===== config.mk =====
export PLATFORM = sky130hd
export DESIGN_NAME = mem_arbiter
export DESIGN_NICKNAME = d
export VERILOG_FILES = /design/src/rtl/mem_arbiter_pkg.sv /design/src/rtl/mem_arbiter_arb_pick.sv /design/src/rtl/mem_arbiter.sv
export SDC_FILE = /design/constraint.sdc
export NUM_CORES = 1
export LEC_CHECK = 0
export ABC_CLOCK_PERIOD_IN_PS = 1200
export BUFFER_PORTS_ARGS = -buffer_cell sky130_fd_sc_hd__buf_2
export CAP_MARGIN = 20
export CORE_ASPECT_RATIO = 1.1
export CORE_MARGIN = 2
export CORE_UTILIZATION = 41
export CTS_BUF_LIST = sky130_fd_sc_hd__clkbuf_16
export CTS_CLUSTER_DIAMETER = 120
export CTS_CLUSTER_SIZE = 20
export DETAILED_ROUTE_END_ITERATION = 8
export PLACE_DENSITY = 0.77
export SLEW_MARGIN = 10
export SYNTH_ARGS = -nofsm -noshare
export SYNTH_HDL_FRONTEND = slang
export SYNTH_SLANG_ARGS = --single-unit

===== constraint.sdc =====
create_clock -name clk -period 1.2 [get_ports clk]
set_clock_uncertainty 0.05 [all_clocks]
set_input_delay 0.24 -clock clk [delete_from_list [all_inputs] [get_ports clk]]
set_output_delay 0.24 -clock clk [all_outputs]
set_load 0.05 [all_outputs]

===== src/rtl/mem_arbiter_pkg.sv =====
// Shared types and width helpers for the memory-port arbiter; no logic, no latency.
// Backpressure is not applicable here: types only.
package mem_arb_types;

  typedef enum logic {
    IDLE = 1'b0,
    BUSY = 1'b1
  } arb_state_t;

  // Pointer and counter widths never collapse to zero bits.
  function automatic int ptr_w(input int n);
    return (n > 1) ? $clog2(n) : 1;
  endfunction

  function automatic int cnt_w(input int max_wait);
    return (max_wait > 0) ? $clog2(max_wait + 1) : 1;
  endfunction

endpackage


===== src/rtl/mem_arbiter_arb_pick.sv =====
// Combinational winner pick (fixed priority or round-robin from rr_ptr); zero latency.
// No backpressure: output simply tracks req every cycle.
module arb_pick
  import mem_arb_types::*;
#(
  parameter int N  = 2,
  parameter bit RR = 1'b0,
  parameter int PW = 1
) (
  input  logic [N-1:0]  req,
  input  logic [PW-1:0] rr_ptr,
  output logic [N-1:0]  gnt_oh,
  output logic [PW-1:0] idx,
  output logic          any
);

  int start_i;
  int pos_i;

  always_comb begin
    gnt_oh  = '0;
    idx     = '0;
    any     = 1'b0;
    start_i = RR ? int'(rr_ptr) : 0;
    pos_i   = 0;
    // Fixed priority is the round-robin search anchored at index 0.
    for (int off = 0; off < N; off++) begin
      pos_i = (start_i + off) % N;
      if (!any && req[pos_i]) begin
        any           = 1'b1;
        gnt_oh[pos_i] = 1'b1;
        idx           = PW'(pos_i);
      end
    end
  end

endmodule


===== src/rtl/mem_arbiter.sv =====
// N-requester arbiter for one memory port; grant is combinational, rvalid one cycle after mem_ready.
// Requesters hold until gnt; mem_ready stalls the port, with an optional MAX_WAIT abort that returns err.
module mem_arbiter
  import mem_arb_types::*;
#(
  parameter int N_CHANNELS  = 2,
  parameter int ADDR_WIDTH  = 20,
  parameter int DATA_WIDTH  = 32,
  parameter int ROUND_ROBIN = 0,
  parameter int MAX_WAIT    = 255
) (
  input  logic                             clk,
  input  logic                             rst_async,
  input  logic [N_CHANNELS-1:0]            req,
  input  logic [N_CHANNELS*ADDR_WIDTH-1:0] req_addr,
  input  logic [N_CHANNELS-1:0]            req_we,
  input  logic [N_CHANNELS*DATA_WIDTH-1:0] req_wdata,
  output logic [N_CHANNELS-1:0]            gnt,
  output logic [N_CHANNELS-1:0]            rvalid,
  output logic [DATA_WIDTH-1:0]            rdata,
  output logic [N_CHANNELS-1:0]            err,
  output logic [ADDR_WIDTH-1:0]            mem_address,
  output logic                             mem_write_en,
  output logic [DATA_WIDTH-1:0]            mem_write_value,
  input  logic [DATA_WIDTH-1:0]            mem_read_value,
  input  logic                             mem_ready
);

  localparam int PW = ptr_w(N_CHANNELS);
  localparam int CW = cnt_w(MAX_WAIT);

  arb_state_t             state, state_nxt;
  logic [PW-1:0]          rr_ptr, rr_nxt, pick_idx;
  logic [N_CHANNELS-1:0]  pick_oh, owner_oh;
  logic                   pick_any;
  logic                   take;
  logic                   timeout;
  logic [CW-1:0]          wait_cnt;
  logic [ADDR_WIDTH-1:0]  addr_q;
  logic [DATA_WIDTH-1:0]  wdata_q;
  logic                   we_q;
  logic [N_CHANNELS-1:0]  rvalid_q, err_q;
  logic [DATA_WIDTH-1:0]  rdata_q;

  arb_pick #(
    .N  (N_CHANNELS),
    .RR (ROUND_ROBIN != 0),
    .PW (PW)
  ) u_pick (
    .req    (req),
    .rr_ptr (rr_ptr),
    .gnt_oh (pick_oh),
    .idx    (pick_idx),
    .any    (pick_any)
  );

  assign timeout = (MAX_WAIT != 0) && (wait_cnt == CW'(MAX_WAIT)) && !mem_ready;
  assign rr_nxt  = (pick_idx == PW'(N_CHANNELS - 1)) ? '0 : pick_idx + 1'b1;

  always_comb begin
    state_nxt = state;
    gnt       = '0;
    take      = 1'b0;
    case (state)
      IDLE: begin
        if (pick_any) begin
          take      = 1'b1;
          state_nxt = BUSY;
          // Grant is masked while reset is held so all outputs read zero.
          if (rst_async) gnt = pick_oh;
        end
      end
      BUSY: begin
        if (mem_ready || timeout) state_nxt = IDLE;
      end
      default: state_nxt = IDLE;
    endcase
  end

  always_ff @(posedge clk or negedge rst_async) begin
    if (!rst_async) state <= IDLE;
    else            state <= state_nxt;
  end

  always_ff @(posedge clk or negedge rst_async) begin
    if (!rst_async) begin
      rr_ptr   <= '0;
      owner_oh <= '0;
      addr_q   <= '0;
      wdata_q  <= '0;
      we_q     <= 1'b0;
      wait_cnt <= '0;
      rvalid_q <= '0;
      err_q    <= '0;
      rdata_q  <= '0;
    end else begin
      rvalid_q <= '0;
      err_q    <= '0;
      if (take) begin
        owner_oh <= pick_oh;
        addr_q   <= req_addr[int'(pick_idx)*ADDR_WIDTH +: ADDR_WIDTH];
        wdata_q  <= req_wdata[int'(pick_idx)*DATA_WIDTH +: DATA_WIDTH];
        we_q     <= req_we[pick_idx];
        rr_ptr   <= rr_nxt;
      end
      if (state == BUSY) begin
        if (mem_ready) begin
          rvalid_q <= owner_oh;
          rdata_q  <= mem_read_value;
          wait_cnt <= '0;
        end else if (timeout) begin
          rvalid_q <= owner_oh;
          err_q    <= owner_oh;
          rdata_q  <= '0;
          wait_cnt <= '0;
        end else if (wait_cnt != '1) begin
          wait_cnt <= wait_cnt + 1'b1;
        end
      end
    end
  end

  // Address/data registers only load on a grant, so they hold between accesses.
  assign mem_address     = addr_q;
  assign mem_write_value = wdata_q;
  assign mem_write_en    = (state == BUSY) && we_q;
  assign rvalid          = rvalid_q;
  assign err             = err_q;
  assign rdata           = rdata_q;

endmodule


==> run summary, run 1 <==
In this run the horizontal extent of the chip is 103.8 um. The area of the multi-input gates came out at 0.002014 mm2. The layout filler cell count is 703. The path class of the tightest hold or removal check is in -> async. Counting both buffers and inverters, the worst setup path holds a total of 2.

VDD sags by at most 0.0008756 V. The floorplan die area came out at 0.01180 mm2. Counting the buffers created by CTS gives 9.

The standard cell with the maximum stage delay on the critical path is dfrtp_1. For this block, the routed nets add up to 16930 um of wire. The run finished, with violations left. The relative slew slack is 0.5210. The total global routing overflow came out at 0.

The share of final-layout standard cells stronger than drive strength 1 came out at 0.5462. After detailed routing, the number of remaining DRC violations is 0. At the worst endpoint, the required time is 1.36 ns. Input and output buffers added on the ports amount to 233. The fmax is 667.8 MHz.

The number of clock sinks seen by CTS came out at 100. The power density normalized to cell area is 1739 mW/mm2. The footprint of the flip-flops and latches is 0.002505 mm2.

For this run, the total global-route usage over all layers was measured as 0.2704. The pin count of the biggest net entering global routing came out at 57. The average cell area after synthesis is 9.738 um2. The most common cell after layout, fill and taps aside is buf_2. From synthesis to final layout, the design area changed by 78.04%. Before CTS, the worst setup slack after placement is -0.1891 ns. The worst reg2reg path depth is 6. The post-layout net count came out at 919. The number of antenna violations at the first check in global routing came out at 0. The clock latency of the later-clocked register in the worst-skew pair came out at 0.34 ns.

The number of top-level pins is 234. Grouping stages by cell kind, the critical path spends the most delay in flip-flops. The average wire length per cell after detail routing is 18.26 um. The depth of the CTS H-tree came out at 3. For this run, the number of Yosys warnings is 0. The routed layout has 4980 vias. The worst setup path is launched from a flop. The first global-routing pass estimated 25570 um of wire. Summed over all nets, the half-perimeter wirelength after detailed placement is 9393 um.

In the layout the commonest cells are buf_2, buf_6, dfrtp_1, buf_4, nand2_1. The clock slew seen by the registers of the worst setup and hold paths is 0.07 ns. The post-layout instance area is 0.007993 mm2. The final critical-path required period is 1.497 ns.

Summing all placed instances gives a cell area of 0.006077 mm2. The root buffer cell chosen for the clock tree is clkbuf_16. The cell leakage power is 3.907 nW. The critical path goes through ha_4 > nand3_4 > o21bai_4 > buf_4 > clkbuf_16 > o21ai_1. The data arrival time of the critical path came out at 1.65 ns. The DRC violation total after the first TritonRoute iteration is 276. The netlist area before placement came out at 0.004489 mm2.

The synthesized netlist net count came out at 605. The worst setup path is captured at a flop. At the pin with the least slew margin, the transition time is 0.7185 ns. The total negative setup slack is -20.32 ns. For this configuration, the core starts out at a cell density of 0.4153. The number of global-route vias before repair was 5198.

The placeable core region is 0.01081 mm2. The vias per cell is 5.372. The number of distinct standard cells referenced by the synthesized netlist came out at 28.

The final-report setup violation count is 109. The largest buffer count on any clock path came out at 2. The largest fanout on the critical path is 6. The residual antenna-violating net count after detailed routing is 0. Once routing completed, OpenROAD measured the worst setup slack at -0.2975 ns. The proportion of synthesized chip area in sequential cells is 0.5574.

The maximum cell stage delay along the critical path came out at 0.40 ns. The first TritonRoute pass finished after 6 iterations. The number of max-capacitance violations reported is 0. The total number of cells along the worst setup path came out at 6. The height of the die is 113.7 um. Setup repair after global routing could not meet its margin everywhere. The synthesized flop and latch total came out at 100. The repair_antennas step left the layout with diodes totalling 0.

The final reports fail on negative setup slack. The clock tree from TritonCTS is built. The number of failing hold endpoints at the final stage came out at 0. The part of the cycle the worst path needs came out at 1.248.

The floorplan has 40 rows. The routability-driven placement congestion ratio is 0.8175. The instance count of the mapped netlist is 461. The critical path in this run is classified as reg -> reg. The max-slew violation count came out at 0.
==> cells in the mapped netlist <==
library cell | n | share of area
ha_1 | 1 | 0.0028
nand3_1 | 3 | 0.0033
inv_1 | 33 | 0.028
clkinv_1 | 1 | 0.00084
o21ai_1 | 8 | 0.0089
a21oi_1 | 5 | 0.0056
nor4_1 | 1 | 0.0014
nand2_1 | 57 | 0.048
a22oi_1 | 71 | 0.12
xor2_1 | 2 | 0.0039
a31oi_1 | 17 | 0.024
nor2b_1 | 1 | 0.0014
and3_1 | 4 | 0.0056
buf_4 | 6 | 0.010
clkbuf_1 | 11 | 0.0092
o2bb2ai_1 | 1 | 0.0020
o21ai_0 | 85 | 0.095
or3_1 | 3 | 0.0042
buf_2 | 18 | 0.020
and2_1 | 21 | 0.029
inv_2 | 1 | 0.00084
buf_6 | 3 | 0.0075
o21bai_2 | 2 | 0.0050
dfrtp_1 | 100 | 0.56
nand2b_1 | 1 | 0.0014
nor3_1 | 1 | 0.0011
nand3b_1 | 1 | 0.0017
nand4_1 | 3 | 0.0042
==> sequential cells by signal (all words and copies together), names as in the netlist <==
name             flops
mem_write_value     32
we_q                 1
err                  2
wait_cnt             8
rvalid               2
mem_address         20
rdata               32
owner_oh             2
state                1
==> logic make-up after synthesis <==
kind of cell	Yosys count	share of synthesized area
XOR/XNOR	2	0.003903
flip-flops	100	0.5574
AO/OA/AOI/OAI	189	0.2586
buffers and inverters	73	0.07609
adder cells (fa/ha/maj)	1	0.002787
AND/OR/NAND/NOR	96	0.1012
==> path summary, 6_finish.rpt <==
path	from	end	slack, ns
min in group clk	mem_read_value[22]	rdata[22]	0.07
max in group asynchronous	rst_async	state	0.16
max reg2reg	wait_cnt[1]	rdata[7]	-0.30
max	wait_cnt[1]	rdata[7]	-0.30
min reg2reg	mem_write_value[16]	mem_write_value[16]	0.46
min	rst_async	mem_write_value[19]	0.04
==> cell type report <==
type / instances / share of cell area
Timing Repair Buffer: 341 / 0.3590
Inverter: 35 / 0.01675
Clock inverter: 7 / 0.007671
Clock buffer: 9 / 0.02818
Sequential cell: 100 / 0.3134
Multi-Input combinational cell: 288 / 0.2520
Tap cell: 147 / 0.02301
==> power breakdown <==
part           total, W  leakage (nW)  internal (W)  switching (W)
Combinational   0.00648          2.52       0.00264        0.00384
Clock           0.00286         0.147       0.00159        0.00126
Sequential      0.00456          1.23       0.00402       0.000541
Total            0.0139          3.91       0.00825        0.00565
==> worst reg2reg max path, cell delays in order (launching register included) <==
cell and delay (ns):
dfrtp_1 0.40, ha_4 0.17, nand3_4 0.08, o21bai_4 0.25, buf_4 0.18, clkbuf_16 0.15, o21ai_1 0.08
==> per-layer routing <==
metal / part of all wire / vias up / track usage
li1: - / 2253 / -
met1: 0.37 / 2424 / 0.3192
met2: 0.53 / 248 / 0.4940
met3: 0.062 / 55 / 0.04914
met4: 0.039 / 0 / 0.1027
met5: 0 / - / 0
==> stage by stage <==
step           utilization  std cells  hold WS, ns  power (W)
6_report            0.7394        927      0.03669    0.01390
5_1_grt             0.7394        927      0.06442    0.01444
2_1_floorplan            -        461      -0.1056   0.007615
4_1_cts             0.7102        902      0.04637    0.01339
3_5_place_dp        0.5622        840       0.3507   0.008996
3_3_place_gp        0.5622        840       0.3357   0.008896
==> timing repair <==
item	4_1_cts	5_1_grt
pin swaps	13	11
resized for setup	241	56
setup endpoints to repair	189	186
hold buffers	1	0
endpoints found under the hold margin	44	0
cloned	7	3
setup buffers	39	27
Power figures use the tool's default switching activity.
==> inputs of run 2 (changes only) <==
--- a/config.mk
+++ b/config.mk
@@ -15,7 +15,9 @@
 export CTS_CLUSTER_DIAMETER = 120
 export CTS_CLUSTER_SIZE = 20
 export DETAILED_ROUTE_END_ITERATION = 8
+export MAX_ROUTING_LAYER = met4
 export PLACE_DENSITY = 0.77
+export REMOVE_ABC_BUFFERS = 1
 export SLEW_MARGIN = 10
 export SYNTH_ARGS = -nofsm -noshare
 export SYNTH_HDL_FRONTEND = slang
==> run summary, run 2 (synthesized netlist as in run 1, its figures left out) <==
The flow ran to the end, but the final reports show violations. The final reports fail on negative setup slack. The average wire length per cell after detail routing is 19.94 um. The launching point of the worst reg2reg path is state.

The area overhead of the layout relative to synthesis is 77.03%. The count of port buffers added during placement came out at 233. The depth of the CTS H-tree is 3. Dividing the final minimum period by the clock period gives 1.271. The number of remaining DRC errors came out at 0. The final critical-path required period came out at 1.525 ns. The power density normalized to cell area came out at 1788 mW/mm2.

The effective utilization at floorplan came out at 0.4153. The via count is 5002. The routability-driven placement congestion ratio came out at 0.8188. The class of the tightest hold or removal check is in -> reg. The total number of cells along the worst setup path came out at 5.

The worst hold slack came out at 0.07492 ns. The largest single stage delay on the critical path is 0.45 ns. The global-route wire length before repair is 26850 um. The post-layout net count is 910. For the pin with the worst max-slew slack, the measured transition is 0.3918 ns. TritonCTS built the clock tree.

The data arrival time of the critical path came out at 1.69 ns. The number of antenna violations at the first check in global routing is 0. The category of cells accounting for the largest share of critical-path delay is flip-flops.

The nature of the critical path endpoint is a flop. The share of final-layout standard cells stronger than drive strength 1 is 0.5532. The pin count of the biggest net entering global routing came out at 70. The signal on the critical path passes through buf_4 > and2_4 > buf_16 > a22oi_2 > o21ai_2. The largest fanout on the critical path came out at 16. The DRC violation total after the first TritonRoute iteration is 324.

The post-route worst setup slack is -0.3251 ns. The floorplan die area came out at 0.01180 mm2. The global-route met1 utilization is 0.3188. Measured in cells, the most critical reg-to-reg path has a length of 5. The cell total after placement came out at 839.

The largest buffer count on any clock path is 2. The placeable core region came out at 0.01081 mm2. The residual antenna-violating net count after detailed routing came out at 0. The horizontal extent of the die is 103.8 um. The vias per cell is 5.455.

The cell leakage power is 3.842 nW. The layer flagged by global routing as most heavily used is met2. The number of global-route vias before repair came out at 5193. The final-report setup violation count is 124. The met3 capacity usage during global routing came out at 0.07200.

The max-slew violation count was 0. The height of the die is 113.7 um. The endpoint identified for the worst register-to-register timing path is rdata[17]. The HPWL after detailed placement came out at 9450 um. The number of clock sinks seen by CTS is 100. The top cell types in the final layout, fill and taps aside, are buf_2, dfrtp_1, buf_6, buf_4, nand2_1. For the worst-skew pair, the clock arrives at the later sink with an insertion delay of 0.35 ns. Across the run, the number of max-cap violations was 0. The number of antenna diodes in the final layout is 0. The critical path is of the reg -> reg type. The CTS buffer count came out at 9. VDD sags by at most 0.0008522 V. In this run the worst setup path terminates at rdata[17]. Summed over all layers, the global routing overflow is 0.

The relative slew slack is 0.7388. The clock slew seen by the registers of the worst setup and hold paths came out at 0.08 ns. The number of failing hold endpoints at the final stage is 0. The cell row count is 40. On the critical path, the stage with the largest delay is an instance of dfrtp_2. At the worst endpoint, the required time is 1.37 ns. The number of top-level pins is 234. The most common cell after layout, fill and taps aside is buf_2. In the global route stage, overall resource usage came out at 0.2986. The most critical setup path has its startpoint at state.

In this run the register-to-register setup slack is -0.33 ns. The count of buffering cells on the critical path with inverters included came out at 2. Setup repair after global routing could not meet its margin everywhere. The first TritonRoute pass finished after 7 iterations. The worst setup path is launched from a flop.

Static timing analysis puts the maximum clock frequency at 655.7 MHz. The buffer type at the clock tree root is clkbuf_16. The filler-free cell count of the finished design came out at 917. The met2 layer usage reported by global route is 0.5174. The overall routed net length is 18290 um.
==> run 2: cell count changes in the layout (fill, tap and decap cells not counted), sizes merged <==
cell      delta
clkbuf       -2
buf          -6
clkinvlp     -1
bufbuf       -1
==> run 2: layout make-up <==
class | count | area, um2
fillers | 707 | 2863
repair buffers | 332 | 2729
flip-flops and latches | 100 | 2504
multi-input cells | 288 | 2103
clock buffers | 9 | 225.2
well taps | 147 | 183.9
inverters | 35 | 131.4
clock inverters | 6 | 71.32
==> run 2: where the power goes <==
group          internal (W)  switching (W)  total [W]  leakage, nW
registers           0.00401       0.000552    0.00456         1.24
logic               0.00263        0.00403    0.00666         2.46
clock network       0.00163        0.00134    0.00298        0.146
==> run 2: worst register-to-register path, cell delays in order, from the launching register on <==
cell,delay [ns]
dfrtp_2,0.45
buf_4,0.16
and2_4,0.18
buf_16,0.17
a22oi_2,0.30
o21ai_2,0.10
==> run 2: repair_timing <==
action,4_1_cts,5_1_grt
setup buffers,43,17
hold buffers,1,0
pin swaps,4,6
cloned,4,0
hold endpoints to repair,100,0
setup endpoints to repair,188,186
resized for setup,295,61
==> run 2: worst min path at each step <==
stage	from	endpoint	slack (ns)	cells past startpoint
after global placement	rst_async	mem_write_value[7]	0.26	2
after CTS	mem_read_value[21]	rdata[21]	0.05	3
after detailed placement	rst_async	mem_write_value[27]	0.26	2
final	mem_read_value[5]	rdata[5]	0.07	3
after global routing	mem_read_value[5]	rdata[5]	0.07	3
after floorplan	rst_async	err[0]	-0.11	0
==> run 2: layer usage <==
metal  share of wire  up-vias  wire length (um)
met1            0.36     2414              6593
met2            0.51      273              9364
met5               0        -                 0
met4           0.054        0               986
li1                -     2236                 -
met3           0.073       79              1343
==> run 2: stage by stage <==
| stage | utilization | setup slack, ns | TNS, ns | area (um2) | power [W] |
|---|---|---|---|---|---|
| 2_1_floorplan | - | -1.193 | -103.47 | 4279 | 0.007405 |
| 3_3_place_gp | 0.5602 | -0.1452 | -10.03 | 6056 | 0.008813 |
| 3_5_place_dp | 0.5602 | -0.2555 | -15.12 | 6056 | 0.008926 |
| 4_1_cts | 0.7045 | -0.2834 | -17.86 | 7616 | 0.01345 |
| 5_1_grt | 0.7352 | -0.3585 | -26.26 | 7948 | 0.01473 |
| 6_report | 0.7352 | -0.3251 | -20.43 | 7948 | 0.01421 |
==> inputs of run 3 (changes only) <==
--- a/config.mk
+++ b/config.mk
@@ -8,7 +8,7 @@
 export ABC_CLOCK_PERIOD_IN_PS = 1200
 export BUFFER_PORTS_ARGS = -buffer_cell sky130_fd_sc_hd__buf_2
 export CAP_MARGIN = 20
-export CORE_ASPECT_RATIO = 1.1
+export CORE_ASPECT_RATIO = 0.75
 export CORE_MARGIN = 2
 export CORE_UTILIZATION = 41
 export CTS_BUF_LIST = sky130_fd_sc_hd__clkbuf_16
==> run summary, run 3 (synthesized netlist as in run 1, its figures left out) <==
The flow ran to the end, but the final reports show violations. The final reports fail on negative setup slack. The worst hold slack came out at 0.02920 ns. Port buffering added 233 buffers. IR analysis of the VDD net gives a maximum drop of 0.001204 V. The number of antenna diodes in the final layout is 0.

For this design the ratio of total power to cell area is 1731 mW/mm2. The number of antenna violations at the first check in global routing is 0. The height of the die came out at 94.62 um. The fmax is 672.8 MHz.

The floorplan die area came out at 0.01181 mm2. Setup slack on the critical path of the routed design comes to -0.2864 ns. The number of failing hold endpoints at the final stage was 0. The worst setup path is launched from a flop. The max-slew violation count is 0. The HPWL after detailed placement is 9618 um.

The pin count of the biggest net entering global routing is 57. The CTS buffer count is 9. The share of final-layout standard cells stronger than drive strength 1 came out at 0.5594. The cell row count came out at 33. Data on the critical path is required at its endpoint by 1.36 ns. The global-route wire length before repair is 24370 um. The number of clock sinks seen by CTS is 100. The clock network power share came out at 0.192. The number of global-route vias before repair is 4787.

The floorplan step set the die width to 124.8 um. The vias per cell came out at 5.419. TritonCTS built the clock tree. The overall routing resource usage came out at 0.2672.

The area overhead of the layout relative to synthesis is 77.12%. The initial utilization of the core area, before any placement, comes to 0.4150. The internal portion of total power is 0.008057 W. The placeable core region is 0.01082 mm2. The relative slew slack came out at 0.5234. The proportion of total power due to net switching is 0.4145. The number of max-capacitance violations reported came out at 0. The library cell used most frequently in the layout, excluding fill and tap cells, is buf_2. Setup repair after global routing could not meet its margin everywhere. The share of total power dissipated in combinational logic is 0.476.

The cell total after placement came out at 831. The average wire length per cell after detail routing came out at 18.61 um. Global routing finished with a remaining overflow of 0. The finished layout holds 923 standard cells, fillers aside.

The part of the cycle the worst path needs is 1.239. The worst hold path belongs to the class in -> async. The type of the worst setup path is reg -> reg.

At the end of routability-driven placement, the weighted congestion stood at 0.8371. Setup violations remaining at the end of the flow were counted as 121. At the end of the flow the core is filled with cells to 0.7350. The nature of the critical path endpoint is a flop. The clock slew seen by the registers of the worst setup and hold paths came out at 0.07 ns. Subtracting the final worst setup slack from the clock period gives 1.486 ns. The post-placement setup slack is -0.2389 ns. 234 I/O pins were placed.

The DRC violation total after the first TritonRoute iteration is 291. CTS placed an instance of clkbuf_16 at the clock tree root. The data arrival time of the critical path is 1.65 ns. For the pin with the worst max-slew slack, the measured transition is 0.7148 ns. Counting along the longest clock path gives a buffer depth of 2. The post-layout net count is 922. The clock latency of the later-clocked register in the worst-skew pair is 0.33 ns. The routed design has 17180 um of wire.

The H-tree was split into 3 levels. The via count is 5002. The analysis attributes to cell leakage a power of 3.910 nW.

The total net switching power is 0.005703 W. The share of power burned in registers came out at 0.332. The detailed-routing iteration count for the pre-antenna-repair pass is 5. The residual antenna-violating net count after detailed routing is 0. The top cell types in the final layout, fill and taps aside, are buf_2, buf_6, dfrtp_1, buf_4, a22oi_1.

The number of remaining DRC errors is 0. The largest fanout on the critical path came out at 16.
[run 3: final cells by class]
class	instances	area, um2
tap	140	175.2
fill	726	2867
inverter	35	133.9
timing repair buffer	344	2841
clock inverter	7	45.04
clock buffer	9	225.2
sequential	100	2504
multi-input combinational	288	2027
[run 3: what timing repair did]
action | in CTS | in global routing
hold endpoints to repair | 44 | 0
hold buffers | 1 | 0
setup endpoints to repair | 189 | 187
setup buffers | 43 | 28
gates resized for setup | 280 | 98
gates cloned | 4 | 5
pin swaps | 8 | 13
[run 3: per-stage QoR]
stage	TNS, ns	power [W]	area, um2
after global routing	-28.47	0.01435	7951
after CTS	-20.76	0.01310	7455
final	-21.80	0.01376	7951
after floorplan	-103.47	0.007405	4279
after detailed placement	-15.16	0.008898	5959
after global placement	-11.25	0.008794	5959
[run 3: path summary, 6_finish.rpt]
check,cells past startpoint,slack [ns],endpoint,from
min in group clk,3,0.08,rdata[2],mem_read_value[2]
hold / removal,2,0.03,mem_write_value[1],rst_async
setup reg to reg,5,-0.29,rdata[25],state
hold reg to reg,2,0.46,mem_address[7],mem_address[7]
setup / recovery,5,-0.29,rdata[25],state
max in group asynchronous,3,0.25,state,rst_async
[run 3: power by group through the flow]
stage / Clock [W] / Combinational (W) / Sequential [W]
6_report: 0.00264 / 0.00655 / 0.00457
5_1_grt: 0.00287 / 0.00685 / 0.00463
4_1_cts: 0.00273 / 0.00586 / 0.00451
3_5_place_dp: 0 / 0.00442 / 0.00448
3_3_place_gp: 0 / 0.00435 / 0.00444
2_1_floorplan: 0 / 0.000799 / 0.00661
[run 3: metal layers]
layer | up-vias | global-route usage | wire length [um]
met4 | 0 | 0.08241 | 393
li1 | 2259 | - | -
met3 | 40 | 0.07365 | 1276
met5 | - | - | 0
met2 | 255 | 0.4422 | 8883
met1 | 2448 | 0.3243 | 6625
[run 3: critical path, stage by stage, from the launching register on]
cell     delay (ns)
dfrtp_2        0.45
buf_6          0.14
and2_4         0.18
buf_12         0.15
a22oi_1        0.28
o21ai_2        0.11
